## src/rtl/grid_sweep_reader.sv

```systemverilog
// Raster-order reader for a 1-cycle-latency grid RAM. Each word is presented
// on a valid/ready stream with its row/col, buffered two deep against stalls.
module grid_sweep_reader #(
    parameter int DATA_WIDTH    = 16,
    parameter int ADDRESS_WIDTH = 12,
    parameter int DEPTH         = 2500,
    parameter int GRID_W        = 50,
    parameter int COORD_WIDTH   = 6
) (
    input  logic                     clk,
    input  logic                     rst_n,
    input  logic                     start,
    output logic                     busy,
    output logic                     done,
    output logic [ADDRESS_WIDTH-1:0] ram_addr,
    output logic                     ram_write_en,
    input  logic [DATA_WIDTH-1:0]    ram_data,
    output logic [DATA_WIDTH-1:0]    m_data,
    output logic                     m_valid,
    input  logic                     m_ready,
    output logic                     m_last,
    output logic [COORD_WIDTH-1:0]   m_row,
    output logic [COORD_WIDTH-1:0]   m_col
);
    localparam int                     ISS_WIDTH = $clog2(DEPTH + 1);
    localparam logic [ISS_WIDTH-1:0]   ISS_END   = ISS_WIDTH'(DEPTH);
    localparam logic [COORD_WIDTH-1:0] LAST_ROW  = COORD_WIDTH'(DEPTH / GRID_W - 1);
    localparam logic [COORD_WIDTH-1:0] LAST_COL  = COORD_WIDTH'(GRID_W - 1);

    typedef enum logic [1:0] {ST_IDLE, ST_RUN, ST_DONE} state_t;

    state_t                   state;
    state_t                   state_next;
    logic [ISS_WIDTH-1:0]     iss;
    logic [ADDRESS_WIDTH-1:0] addr_q;
    logic                     inflight;
    logic [1:0]               occ;
    logic [DATA_WIDTH-1:0]    buf_head;
    logic [DATA_WIDTH-1:0]    buf_tail;
    logic [COORD_WIDTH-1:0]   row;
    logic [COORD_WIDTH-1:0]   col;
    logic                     issue;
    logic                     pop;
    logic [2:0]               pending;

    always_comb begin
        // NOTE: every signal driven here gets a default first, so no path can infer a latch.
        state_next = state;
        issue      = 1'b0;
        pop        = m_valid & m_ready;
        // Words that will occupy the buffer after this edge; pop never exceeds occ.
        pending    = {1'b0, occ} + {2'b00, inflight} - {2'b00, pop};
        case (state)
            ST_IDLE: begin
                if (start) state_next = ST_RUN;
            end
            ST_RUN: begin
                issue = (iss < ISS_END) && (pending < 3'd2);
                if (pop && m_last) state_next = ST_DONE;
            end
            ST_DONE: state_next = ST_IDLE;
            default: state_next = ST_IDLE;
        endcase
    end

    assign busy         = (state != ST_IDLE);
    assign done         = (state == ST_DONE);
    assign ram_addr     = issue ? ADDRESS_WIDTH'(iss) : addr_q;
    assign ram_write_en = 1'b0;
    assign m_valid      = (occ != 2'd0);
    assign m_data       = buf_head;
    assign m_row        = row;
    assign m_col        = col;
    assign m_last       = (row == LAST_ROW) && (col == LAST_COL) && m_valid;

    always_ff @(posedge clk) begin
        // NOTE: registers use non-blocking assignments so each one samples pre-edge values.
        if (!rst_n) begin
            state    <= ST_IDLE;
            iss      <= '0;
            addr_q   <= '0;
            inflight <= 1'b0;
            occ      <= 2'd0;
            // NOTE: the two buffer words are plain flops, reset so m_data reads 0 out of reset.
            buf_head <= '0;
            buf_tail <= '0;
            row      <= '0;
            col      <= '0;
        end else begin
            state    <= state_next;
            inflight <= issue;

            if (issue) begin
                iss    <= iss + 1'b1;
                addr_q <= ram_addr;
            end

            if (state == ST_IDLE && start) begin
                iss <= '0;
                row <= '0;
                col <= '0;
            end else if (pop) begin
                if (col == LAST_COL) begin
                    col <= '0;
                    row <= (row == LAST_ROW) ? '0 : row + 1'b1;
                end else begin
                    col <= col + 1'b1;
                end
            end

            // The word read last cycle lands behind whatever survives this pop.
            case ({inflight, pop})
                2'b10: begin
                    if (occ == 2'd0) buf_head <= ram_data;
                    else             buf_tail <= ram_data;
                    occ <= occ + 2'd1;
                end
                2'b01: begin
                    buf_head <= buf_tail;
                    occ      <= occ - 2'd1;
                end
                2'b11: begin
                    if (occ == 2'd1) begin
                        buf_head <= ram_data;
                    end else begin
                        buf_head <= buf_tail;
                        buf_tail <= ram_data;
                    end
                end
                default: ;
            endcase
        end
    end

endmodule
```

## config.mk

```make
export PLATFORM = sky130hd
export DESIGN_NAME = grid_sweep_reader
export DESIGN_NICKNAME = d
export VERILOG_FILES = /design/src/rtl/grid_sweep_reader.sv
export SDC_FILE = /design/constraint.sdc
export NUM_CORES = 1
export LEC_CHECK = 0
export ABC_AREA = 1
export BUFFER_PORTS_ARGS = -buffer_cell sky130_fd_sc_hd__buf_2
export CORE_MARGIN = 2
export CORE_UTILIZATION = 40
export DETAILED_ROUTE_END_ITERATION = 8
export PLACE_DENSITY_LB_ADDON = 0.2
export SETUP_SLACK_MARGIN = 0.5
export SLEW_MARGIN = 20
export SYNTH_ARGS = -nofsm -noshare
export SYNTH_HDL_FRONTEND = slang
export SYNTH_SLANG_ARGS = --single-unit
```

## constraint.sdc

```tcl
create_clock -name clk -period 4.1 [get_ports clk]
set_input_delay 0.41 -clock clk [delete_from_list [all_inputs] [get_ports clk]]
set_output_delay 0.41 -clock clk [all_outputs]
set_load 0.02 [all_outputs]
```

==> results_dict.tcl <==
set metrics [dict create \
    ctsHoldBuffers 0 \
    arrival_ns 2.96 \
    drive_above_1_share_pct 21.4 \
    max_stage_delay_ns 0.52 \
    slew_headroom_pct 44.7 \
    holdPathStages 3 \
    drv_slew 0 \
    grtUsageMet2_pct 30.2 \
    synth_cells 508 \
    drt_wl_total_um 8500 \
    multi_input_comb_area_um2 1920 \
    cts_tree "yes" \
    clkTransAtPathRegs_ns 0.07 \
    ys_types 37 \
    fin_crit_ns 3.37 \
    yosysSeqAreaShare_pct 40.1 \
    path_cells "inv_1, ha_4, inv_2, nand2_8, nor2_4, o21ai_0, fa_1, nand3_2, nor2_8, nand3_4, nand2_4, nand2_1, nand2_1, inv_1, buf_2" \
    cp_data_required_time_ns 3.69 \
    status "finished clean" \
    critical_path_class "register to output port" \
    n_antenna_cell 0 \
    drv_cap 0 \
    r2r-start "occ[0]" \
    area_growth_pct 19.3 \
    drtIter0Drc 109 \
    synth_seq_cells 73 \
    antenna_found_initial 0 \
    grt_util_met3_pct 4.22 \
    drc 0 \
    hp-start "ram_data[8]" \
    critical_path.endpoint_type "output port" \
    fin_tns_setup_ns 0 \
    pin_count 65 \
    layout_commonest_cell "nand2_1" \
    io_buffer_count 63 \
    hold_end "buf_tail[8]" \
    regArea_um2 1460 \
    fp.dieH_um 99.4 \
    yosysWarnings 0 \
    htree_levels 3 \
    skew_ns 0.00660 \
    fin_nets 601 \
    peakVddDrop_uv 251 \
    tightest_slew_ns 0.824 \
    cts_sinks 73 \
    rsz0062_at_grt "false" \
    firstDrtPassIters 4 \
    grt_max_degree 35 \
    crit_fanout 8 \
    worstSetupStartpointType "register" \
    max_freq_mhz 297 \
    finalHoldViolCount 0 \
    grt_pass1_vias 3061 \
    die_w_um 99.4 \
    power_density_nw_per_um2 609 \
    row_count 34 \
    power_leakage_uw 0.00196 \
    gr-total-overflow 0 \
    grt_first_pass_wirelength_um 14000 \
    core_area_um2 8760 \
    worstSkewPairLatency_ns 0.35 \
    fill_cells 869 \
    avgSynthCellArea_um2 7.17 \
    r2r_setup_slack_ns 1.46 \
    grt_use_met1_pct 21.1 \
    num_vias 3414 \
    reg2reg_depth 14 \
    cts_inserted_buffers 9 \
    syn-num-nets 538 \
    ctsLongestPathBuffers 2 \
    timing.hold.ws_ns 0.308 \
    synthesis.area_um2 3640 \
    hp-class "input pin to register" \
    top_usage_layer "met2" \
    root_buffer "clkbuf_8" \
    detail_route.wl_per_cell_um 12.4 \
    viasPerCell 4.99 \
    layout_common_cells "91 x nand2_1, 76 x nor2_1, 71 x dfxtp_1, 63 x buf_2, 51 x inv_1" \
    cp_slowest_cell "fa_1" \
    setup_viol 0 \
    antenna_left 0 \
    rr_endpoint "iss[8]" \
    fp.dieArea_um2 9890 \
    grt_use_total_pct 17.5 \
    fin_crit_sh_pct 82.1 \
    start_util_pct 41.6 \
    dpl.hpwl_um 5780 \
    gp_congestion 0.830 \
]
## where the power goes
group | switching (uW) | total (uW) | internal (uW) | leakage (uW)
Sequential | 73.0 | 935 | 862 | 0.000595
Combinational | 696 | 1060 | 367 | 0.00125
Clock | 272 | 648 | 376 | 0.000109
Total | 1040 | 2650 | 1610 | 0.00196
## kinds of logic (layout without fill, tap and decap cells)
| group | after synthesis | after routing | share of synthesized area, % |
|---|---|---|---|
| xor+xnor | 11 | 11 | 2.65 |
| buf+inv | 79 | 146 | 9.24 |
| simple gates | 238 | 239 | 29.6 |
| compound gates | 96 | 96 | 14.7 |
| other cells | 1 | 1 | 0.103 |
| flops | 73 | 73 | 40.1 |
| fa+ha+maj | 10 | 10 | 3.64 |
## layout make-up
cell class,count,share of cell area (%)
clock buffer,12,3.57
tap,108,3.11
clock inverter,4,1.73
sequential,73,33.7
inverter,58,5.01
multi-input combinational,357,44.1
timing repair buffer,72,8.81
## sequential cells by signal, indices dropped and copies added (netlist names)
signal    flops
buf_tail     16
m_data       16
addr_q       12
iss          12
m_col         6
m_row         6
occ           2
state         2
inflight      1
## critical path, delay by kind of cell (launching register included)
family	cells	cell delay [ns]
AOI/OAI and AO/OA	1	0.12
adders and majority gates	2	0.70
buffers and inverters	4	0.42
DFF	1	0.39
and+or+nand+nor	8	0.97
## routing by layer
metal  up-vias  share of wire (%)
met3        11                4.8
met1      1563                 46
met5         -                  0
met4         0                1.6
met2        80                 48
li1       1760                  -
## per-stage QoR
stage	std cells	setup WS (ns)	instance area (um2)	utilization [%]	total power, uW
after global placement	658	0.907	3980	45.4	1890
after floorplan	508	0.980	3640	-	1690
final	684	0.733	4350	49.6	2650
after CTS	676	0.515	4240	48.4	2600
after global routing	684	0.503	4350	49.6	2830
after detailed placement	658	0.740	3980	45.4	1920
## Yosys cell counts
library cell	count	area, um2
nand2_1	91	342
nor2_1	77	289
dfxtp_1	73	1460
inv_1	51	191
o21ai_0	45	225
nand3_1	40	200
a21oi_1	17	85.1
a31oi_1	16	100
o21ai_1	13	65.1
clkbuf_1	9	33.8
ha_1	9	113
xor2_1	9	78.8
inv_2	7	26.3
buf_2	5	25.0
nand2_2	5	31.3
nand2_4	5	56.3
nor3_1	5	25.0
buf_4	3	22.5
buf_6	3	33.8
nand4_1	3	18.8
nand3_2	2	20.0
nor2_2	2	12.5
nor2_4	2	22.5
nor3_2	2	20.0
xnor2_1	2	17.5
a21boi_4	1	18.8
a22oi_1	1	7.51
and3_1	1	6.26
buf_1	1	3.75
conb_1	1	3.75
fa_1	1	20.0
nor2_8	1	20.0
nor3b_1	1	7.51
o21ai_2	1	8.76
o21ai_4	1	16.3
o21bai_1	1	7.51
or2_2	1	6.26
## worst max-delay path by stage
stage,startpoint,end,slack [ns],cells past startpoint
2_1_floorplan,occ[0],ram_addr[3],0.98,16
3_5_place_dp,occ[0],ram_addr[10],0.74,15
5_1_grt,occ[0],ram_addr[7],0.50,16
6_report,occ[0],ram_addr[7],0.73,15
4_1_cts,occ[1],ram_addr[2],0.52,15
3_3_place_gp,occ[0],ram_addr[3],0.91,15
## repair_timing
item                                   4_1_cts  5_1_grt
gates resized for setup                      4        7
endpoints found under the hold margin        0        0
buffers inserted                             1        8
pin swaps                                    2        5
setup endpoints to repair                   11       11
cloned                                       1        0
(Power assumes the default switching activity.)
